[config.mk]
export PLATFORM = sky130hd
export DESIGN_NAME = demux_1x32to8x32_regbank
export DESIGN_NICKNAME = d
export VERILOG_FILES = /design/src/rtl/demux_1x32to8x32_regbank.sv
export SDC_FILE = /design/constraint.sdc
export NUM_CORES = 1
export LEC_CHECK = 0
export CORE_AREA = 2 2 160 162
export CTS_CLUSTER_DIAMETER = 30
export DETAILED_ROUTE_END_ITERATION = 8
export DIE_AREA = 0 0 162 164
export PLACE_DENSITY_LB_ADDON = 0.2
export SKIP_LAST_GASP = 1
export SLEW_MARGIN = 30
export SYNTH_ARGS = -nofsm -noshare
export SYNTH_HDL_FRONTEND = slang
export SYNTH_SLANG_ARGS = --single-unit
[constraint.sdc]
create_clock -name clk -period 3.6 [get_ports clk]
set_input_delay 0.54 -clock clk [delete_from_list [all_inputs] [get_ports clk]]
set_output_delay 0.54 -clock clk [all_outputs]
set_load 0.05 [all_outputs]
[src/rtl/demux_1x32to8x32_regbank.sv]
// ---------------------------------------------------------------------------
// demux_1x32to8x32_regbank
//
// Write port of the register file. It demultiplexes one 32-bit write stream
// into eight 32-bit holding registers, whose q0..q7 outputs feed the 8:1 read
// mux inputs i0..i7.
//
// Write handshake: a write is accepted when wr_valid && wr_ready at a rising
// edge. Byte k of q[wr_sel] takes wr_data byte k where wr_be[k] is set.
// wr_ack pulses for the single cycle after each accepted write.
// A clr_req seen in IDLE starts an 8-cycle sweep. Each cycle of the sweep
// reloads one register with INIT_VALUE, in index order 0..7. Writes are
// refused while the sweep runs.
//
// Ports:
//   clk       rising-edge clock
//   reset_n   asynchronous active-low reset
//   wr_valid  write request present
//   wr_ready  bank can accept a write this cycle (combinational)
//   wr_sel    target register index 0..7
//   wr_data   write data
//   wr_be     byte enables, bit k gates wr_data[8k+7:8k]
//   wr_ack    one-cycle pulse the cycle after an accepted write
//   clr_req   request a clear sweep
//   busy      clear sweep in progress
//   q0..q7    registered bank contents
//
// Optional feature, macro REGBANK_REG0_ZERO_EN:
//   When defined, q0 is hard zero. Writes to index 0 are acked but discarded,
//   and the sweep still takes 8 cycles.
// ---------------------------------------------------------------------------
module demux_1x32to8x32_regbank #(
    parameter logic [31:0] INIT_VALUE = 32'h0000_0000
) (
    input  logic        clk,
    input  logic        reset_n,
    input  logic        wr_valid,
    output logic        wr_ready,
    input  logic [2:0]  wr_sel,
    input  logic [31:0] wr_data,
    input  logic [3:0]  wr_be,
    output logic        wr_ack,
    input  logic        clr_req,
    output logic        busy,
    output logic [31:0] q0,
    output logic [31:0] q1,
    output logic [31:0] q2,
    output logic [31:0] q3,
    output logic [31:0] q4,
    output logic [31:0] q5,
    output logic [31:0] q6,
    output logic [31:0] q7
);

`ifdef REGBANK_REG0_ZERO_EN
    localparam bit REG0_ZERO = 1'b1;
`else
    localparam bit REG0_ZERO = 1'b0;
`endif

    typedef enum logic {
        IDLE,
        CLEAR
    } state_t;

    state_t      state;
    logic [2:0]  ptr;
    logic [31:0] bank [8];
    logic [31:0] be_mask;
    logic        accept;

    // Reload value for a given register. Index 0 is pinned to zero when the
    // zero-register feature is built in.
    function automatic logic [31:0] init_of(input logic [2:0] idx);
        return (REG0_ZERO && idx == 3'd0) ? 32'h0000_0000 : INIT_VALUE;
    endfunction

    // wr_ready never depends on wr_valid. clr_req takes priority over a
    // simultaneous write.
    assign wr_ready = (state == IDLE) && !clr_req;
    assign accept   = wr_valid && wr_ready;

    always_comb begin
        be_mask = '0;
        for (int unsigned k = 0; k < 4; k++) begin
            be_mask[8*k +: 8] = {8{wr_be[k]}};
        end
    end

    always_ff @(posedge clk or negedge reset_n) begin
        if (!reset_n) begin
            state  <= IDLE;
            ptr    <= '0;
            wr_ack <= 1'b0;
            busy   <= 1'b0;
            for (int unsigned i = 0; i < 8; i++) begin
                bank[i[2:0]] <= init_of(i[2:0]);
            end
        end else begin
            wr_ack <= accept;
            case (state)
                IDLE: begin
                    if (clr_req) begin
                        state <= CLEAR;
                        ptr   <= '0;
                        busy  <= 1'b1;
                    end else if (accept && !(REG0_ZERO && wr_sel == 3'd0)) begin
                        bank[wr_sel] <= (bank[wr_sel] & ~be_mask) | (wr_data & be_mask);
                    end
                end
                CLEAR: begin
                    bank[ptr] <= init_of(ptr);
                    ptr       <= ptr + 3'd1;    // wraps 7 -> 0 as the sweep ends
                    if (ptr == 3'd7) begin
                        state <= IDLE;
                        busy  <= 1'b0;
                    end
                end
                default: begin
                    state <= IDLE;
                    busy  <= 1'b0;
                end
            endcase
        end
    end

    assign q0 = bank[0];
    assign q1 = bank[1];
    assign q2 = bank[2];
    assign q3 = bank[3];
    assign q4 = bank[4];
    assign q5 = bank[5];
    assign q6 = bank[6];
    assign q7 = bank[7];

endmodule

Yosys cells after proc, flatten, opt, wreduce, memory -nomap -nowiden
Index checks and enable logic that the tools add are counted.

word-level totals
  logic and storage cells = 57
  flip-flop bits (word level) = 262
  input port bits = 43

cells by class
  multiplexer cells = 19
  add/subtract/negate cells = 1
  equality and inequality tests = 5
  reductions and logical operators = 7
  order comparisons = 4
  bitwise gates (word level) = 9

operator list
  operator               count
  $mux W256              2
  $pmux W256 S2          1
  $and A256 B256 Y256    1
  $bwmux W256            1
  $not A256 Y256         1
  $demux W32 S3          2
  $mux W32               4
  $bmux W32 S3           1
  $and A32 B32 Y32       2
  $not A32 Y32           1
  $or A32 B32 Y32        1
  $ge A4 B4 Y1 const B   2
  $lt A4 B1 Y1 const B   2
  $not A3 Y4             2
  $ne A2 B2 Y1 const B   3
  $pmux W3 S2            1
  $logic_and A1 B1 Y1    4
  $mux W1                4
  $pmux W1 S2            2
  $reduce_and A2 Y1      2
  $add A3 B1 Y3 const B  1
  $eq A3 B3 Y1 const B   1
  $mux W3                1
  $ne A2 B1 Y1 const B   1
  other kinds (2)        2

Longest topological paths before layout
  depth in word-level cells = 10
  mapped depth = 8

Worst setup path before layout
OpenSTA, ideal clock, no wires.

  kind = input to register
  start point = in wr_sel[2]
  end point = reg bank, in the netlist q0[4]
  cell stages on the path = 7
  path buffers = 2
  data required time = 3.479 ns
  setup time = 0.121 ns
  arrival time = 1.894 ns
  path slack = 1.584 ns
  cells stage by stage = buf_2 buf_2 mux2i_1 o22ai_1 a211oi_1 a21oi_1 a22o_1

on the way
  longest elaborated chain between the ends = 10

ends and longest elaborated chain
  element                                       RTL line  RTL
  from (decl)                                   39        input logic [2:0] wr_sel,
  $not A3 Y4 (*)                                108       bank[wr_sel] <= (bank[wr_sel] & ~be_mask) | (wr_data & be_mask);
  $bmux W32 S3                                  108
  $mux W32 (not written as such) (2 in series)  108
  $and A32 B32 Y32                              108
  $or A32 B32 Y32                               108
  $bwmux W256 (*)                               108
  $mux W256 (*)                                 107       end else if (accept && !(REG0_ZERO && wr_sel == 3'd0)) begin
  $mux W256 (*)                                 103       if (clr_req) begin
  $pmux W256 S2 (*)                             101       case (state)
  to (signal, indexed assignment)               97        bank[i[2:0]] <= init_of(i[2:0]);
  to (signal, indexed assignment)               108
  to (signal, indexed assignment)               112       bank[ptr] <= init_of(ptr);
  to (decl)                                     68        logic [31:0] bank [8];

Every way passes the cells marked *; elsewhere a longest branch is shown, timed or not. The select of a mux whose other input is x is not followed.
A chain may end at the register's enable or synchronous reset.

Final worst setup path
  start point = reg state
  end point = out wr_ready

on the way
  longest elaborated chain between the ends = 2

ends and longest elaborated chain
  element                 RTL line  RTL
  from (decl)             66        state_t state;
  from (signal assigned)  92        state <= IDLE;
  from (signal assigned)  104       state <= CLEAR;
  from (signal assigned)  115       state <= IDLE;
  $not A1 Y1              -
  $logic_and A1 B1 Y1     80        assign wr_ready = (state == IDLE) && !clr_req;
  to (decl)               38        output logic wr_ready,

Every way passes these cells.

==> impl_results.md <==
- Hold Path End: q1[11]$_DFFE_PN0P_
- Crit-path slowest cell: clkdlybuf4s50_1
- Clock Root Buffer: clkbuf_16
- Final Max Slew Viols: 0
- Area after DPL: around 16000 sq um
- Rows: 58
- Total area of sequential cells: around 6600 sq um
- Final worst path period need: 2.977 ns
- Area of the core: between 20000 and 25000 sq um
- Max FO, Critical Path: 9
- First-pass iteration count of the detailed router: 5
- Final Power: ~12 mW
- Placed wire-length estimate: 30400 um
- WHS Path Cells: 1
- Post-synth ARST share: 100.0%
- Maximum vdd drop: 0.4039 mV
- Number of routed nets with antenna violations: 0
- Overflow after GRT: 0
- Final setup viols: 0
- Initial antenna violation count: 1
- Leakage power: 7.590 nW
- Hold Path Class: reg2reg
- Post-synth cell types: 64
- Post-route insts no fill: about 1.7k
- Largest net degree at the start of global routing: 91
- Reg-to-reg setup timing slack: between 1 and 1.5 ns
- Sequential share of the synthesized area: 53.69%
- DRC Markers: 0
- Most frequent cells in the layout: clkdlybuf4s50_1, dfrtp_1, a22o_1
- Max Clk Rate: about 0.34 GHz
- CP Cell Sequence: buf_4, nor2_1, clkdlybuf4s50_1
- DR iter-0 viols: about 1.3k
- Top Ports: 302
- Worst reg2reg startpoint: state$_DFF_PN0_
- Max-Cap Viols: 0
- Run status: finished clean
- R2R depth: 6
- Worst-margin pin slew: about 0.83 ns
- Mapped Avg Cell Area: 11.49 sq um
- Num CTS Buffers: slightly above 50
- Min-delay src: q1[11]$_DFFE_PN0P_
- Post-Synthesis Net Count: 1109
- Tot GR Track Use: between 30 and 40%
- Synth Cell Area: approximately 12000 sq um
- First-pass GRT wire length: slightly above 70000 um
- Design Area, Final: about 18000 sq um
- Endpoint class of the critical path: primary output
- Max_slew headroom: ~44%
- Synth warn: 0
- Yosys top cell by area: dfrtp_1
- CTS tree: done
- Skew-Pair Late Insertion Delay: about 0.54 ns
- Syn Inst Count: 1063
- RR Endpoint: q6[2]$_DFFE_PN0P_
- Placed cell count: 1646
- Top FF cell, synth: dfrtp_1
- Endpoints failing hold: 0
- DIE HEIGHT: 164 um
- Area taken by multi-input logic gates: about 5400 sq um
- H-tree depth: 2
- Clk sinks: approximately 260
- RSZ-0062 raised after global routing: no
- Top post-synthesis cells by area: dfrtp_1, a22o_1, mux2i_1
- Pre-CTS WS: about 0.6 ns
- Wire length per cell: approximately 27 um
- Fin crit share: a little over 80%
- PortBufs: between 300 and 400
- EDFF count, synth: 0
- Starting Density: just under 50%
- Layout fillers: 1832
- Crit path DAT: 2.44 ns
- Die W: between 150 and 200 um
- Final wirelength: 47710 um
- Placer congestion estimate: roughly 0.89
- P&R area growth vs syn: 43.76%
- Vias in the first global route: around 11k
- Post-synth top area share: 53.69%
- Full die area: ~27000 sq um
- Slowest cell delay on critical path: about 0.87 ns
- Most common cell after layout, fill and taps aside: clkdlybuf4s50_1
- Post-Route Setup TNS: 0 ns
- Startpoint class of the critical path: register
- Final worst setup slack: around 0.62 ns
- Drt via density: roughly 6.6
- Clock Path Buffers: 3
- Crit path kind: reg2out
- Via count: about 11k
- Clock slew at reported path FFs: approximately 0.050 ns
- WP data required: between 3 and 4 ns
- Layout cell share with drive strength beyond 1: between 10 and 15%
- Clk_skew: approximately 0.017 ns
- Layout net count: approximately 1.4k
- #FFs+latches synth: around 260
- Power Dens Cells: 694.1 nW/um^2
registers in the layout, summed over array words and instances (netlist names), 3 cells and up:
register and cells:
q2 32, q7 32, ptr 3, q0 32, q5 32, q6 32, q3 32, q1 32
q4 32
layout make-up:
cell class | instances | share of cell area (%)
Antenna cell | 1 | 0.01426
Clock buffer | 63 | 7.926
Clock inverter | 28 | 2.181
Inverter | 9 | 0.1924
Multi-Input combinational cell | 700 | 30.53
Sequential cell | 262 | 37.35
Tap cell | 330 | 2.352
Timing Repair Buffer | 348 | 19.46
cell usage after synthesis, drive strengths merged, types with 9 or more instances:
cell	number
mux2i	53
o2bb2ai	10
clkbuf	36
nand2b	22
mux2	26
nand2	82
a211oi	9
nor2	40
a32o	21
inv	9
o21ai	47
a22o	206
a21oi	44
and2	9
dfrtp	262
nor2b	25
buf	56
a22oi	20
o22ai	13
stage by stage:
| step | utilization (%) | hold slack [ns] |
|---|---|---|
| finish | 70.73 | 0.5092 |
| global route | 70.72 | 0.5274 |
| CTS | 70.55 | 0.5100 |
| detailed placement | 63.36 | 0.5002 |
| global placement | 63.36 | 0.4951 |
| floorplan | - | 0.2444 |
timing repair:
action                                  CTS  global route
endpoints found under the setup margin    0             0
endpoints found under the hold margin    59             0
gates resized for setup                   0             0
setup buffers                             0             0
hold buffers                              1             0
cells by family after synthesis:
group | after synthesis | synth area share [%]
AO/OA/AOI/OAI | 418 | 27.10
adder cells (fa/ha/maj) | 3 | 0.3074
buffers and inverters | 101 | 3.955
flip-flops | 262 | 53.69
multiplexers | 80 | 6.958
AND/OR/NAND/NOR | 199 | 7.982
metal layers:
metal | vias up | track usage, % | part of all wire [%]
met1 | 5827 | 50.29 | 41
li1 | 4701 | - | -
met5 | - | 0 | 0
met4 | 0 | 13.80 | 3.6
met2 | 824 | 54.02 | 45
met3 | 126 | 7.828 | 11
critical path, delay by kind of cell, from the launching register on:
kind	cells	cell delay, ns
buffers and inverters	2	1.12
flip-flops	1	0.52
AND/OR/NAND/NOR	1	0.26
power breakdown:
| part | total (mW) | switching [mW] | internal, mW |
|---|---|---|---|
| combinational | 3.58 | 2.43 | 1.15 |
| sequential | 3.70 | 0.419 | 3.28 |
| clock | 4.91 | 1.60 | 3.31 |
worst max path at each step:
| stage | depth (start not counted) | to | from |
|---|---|---|---|
| after detailed placement | 7 | q6[12]$_DFFE_PN0P_ | wr_valid |
| final | 3 | wr_ready | state$_DFF_PN0_ |
| after global placement | 7 | q6[12]$_DFFE_PN0P_ | wr_valid |
| after floorplan | 7 | q0[4]$_DFFE_PN0P_ | wr_sel[2] |
| after global routing | 3 | wr_ready | state$_DFF_PN0_ |
| after CTS | 3 | wr_ready | state$_DFF_PN0_ |
No activity file was read; power rests on OpenSTA's default activity.
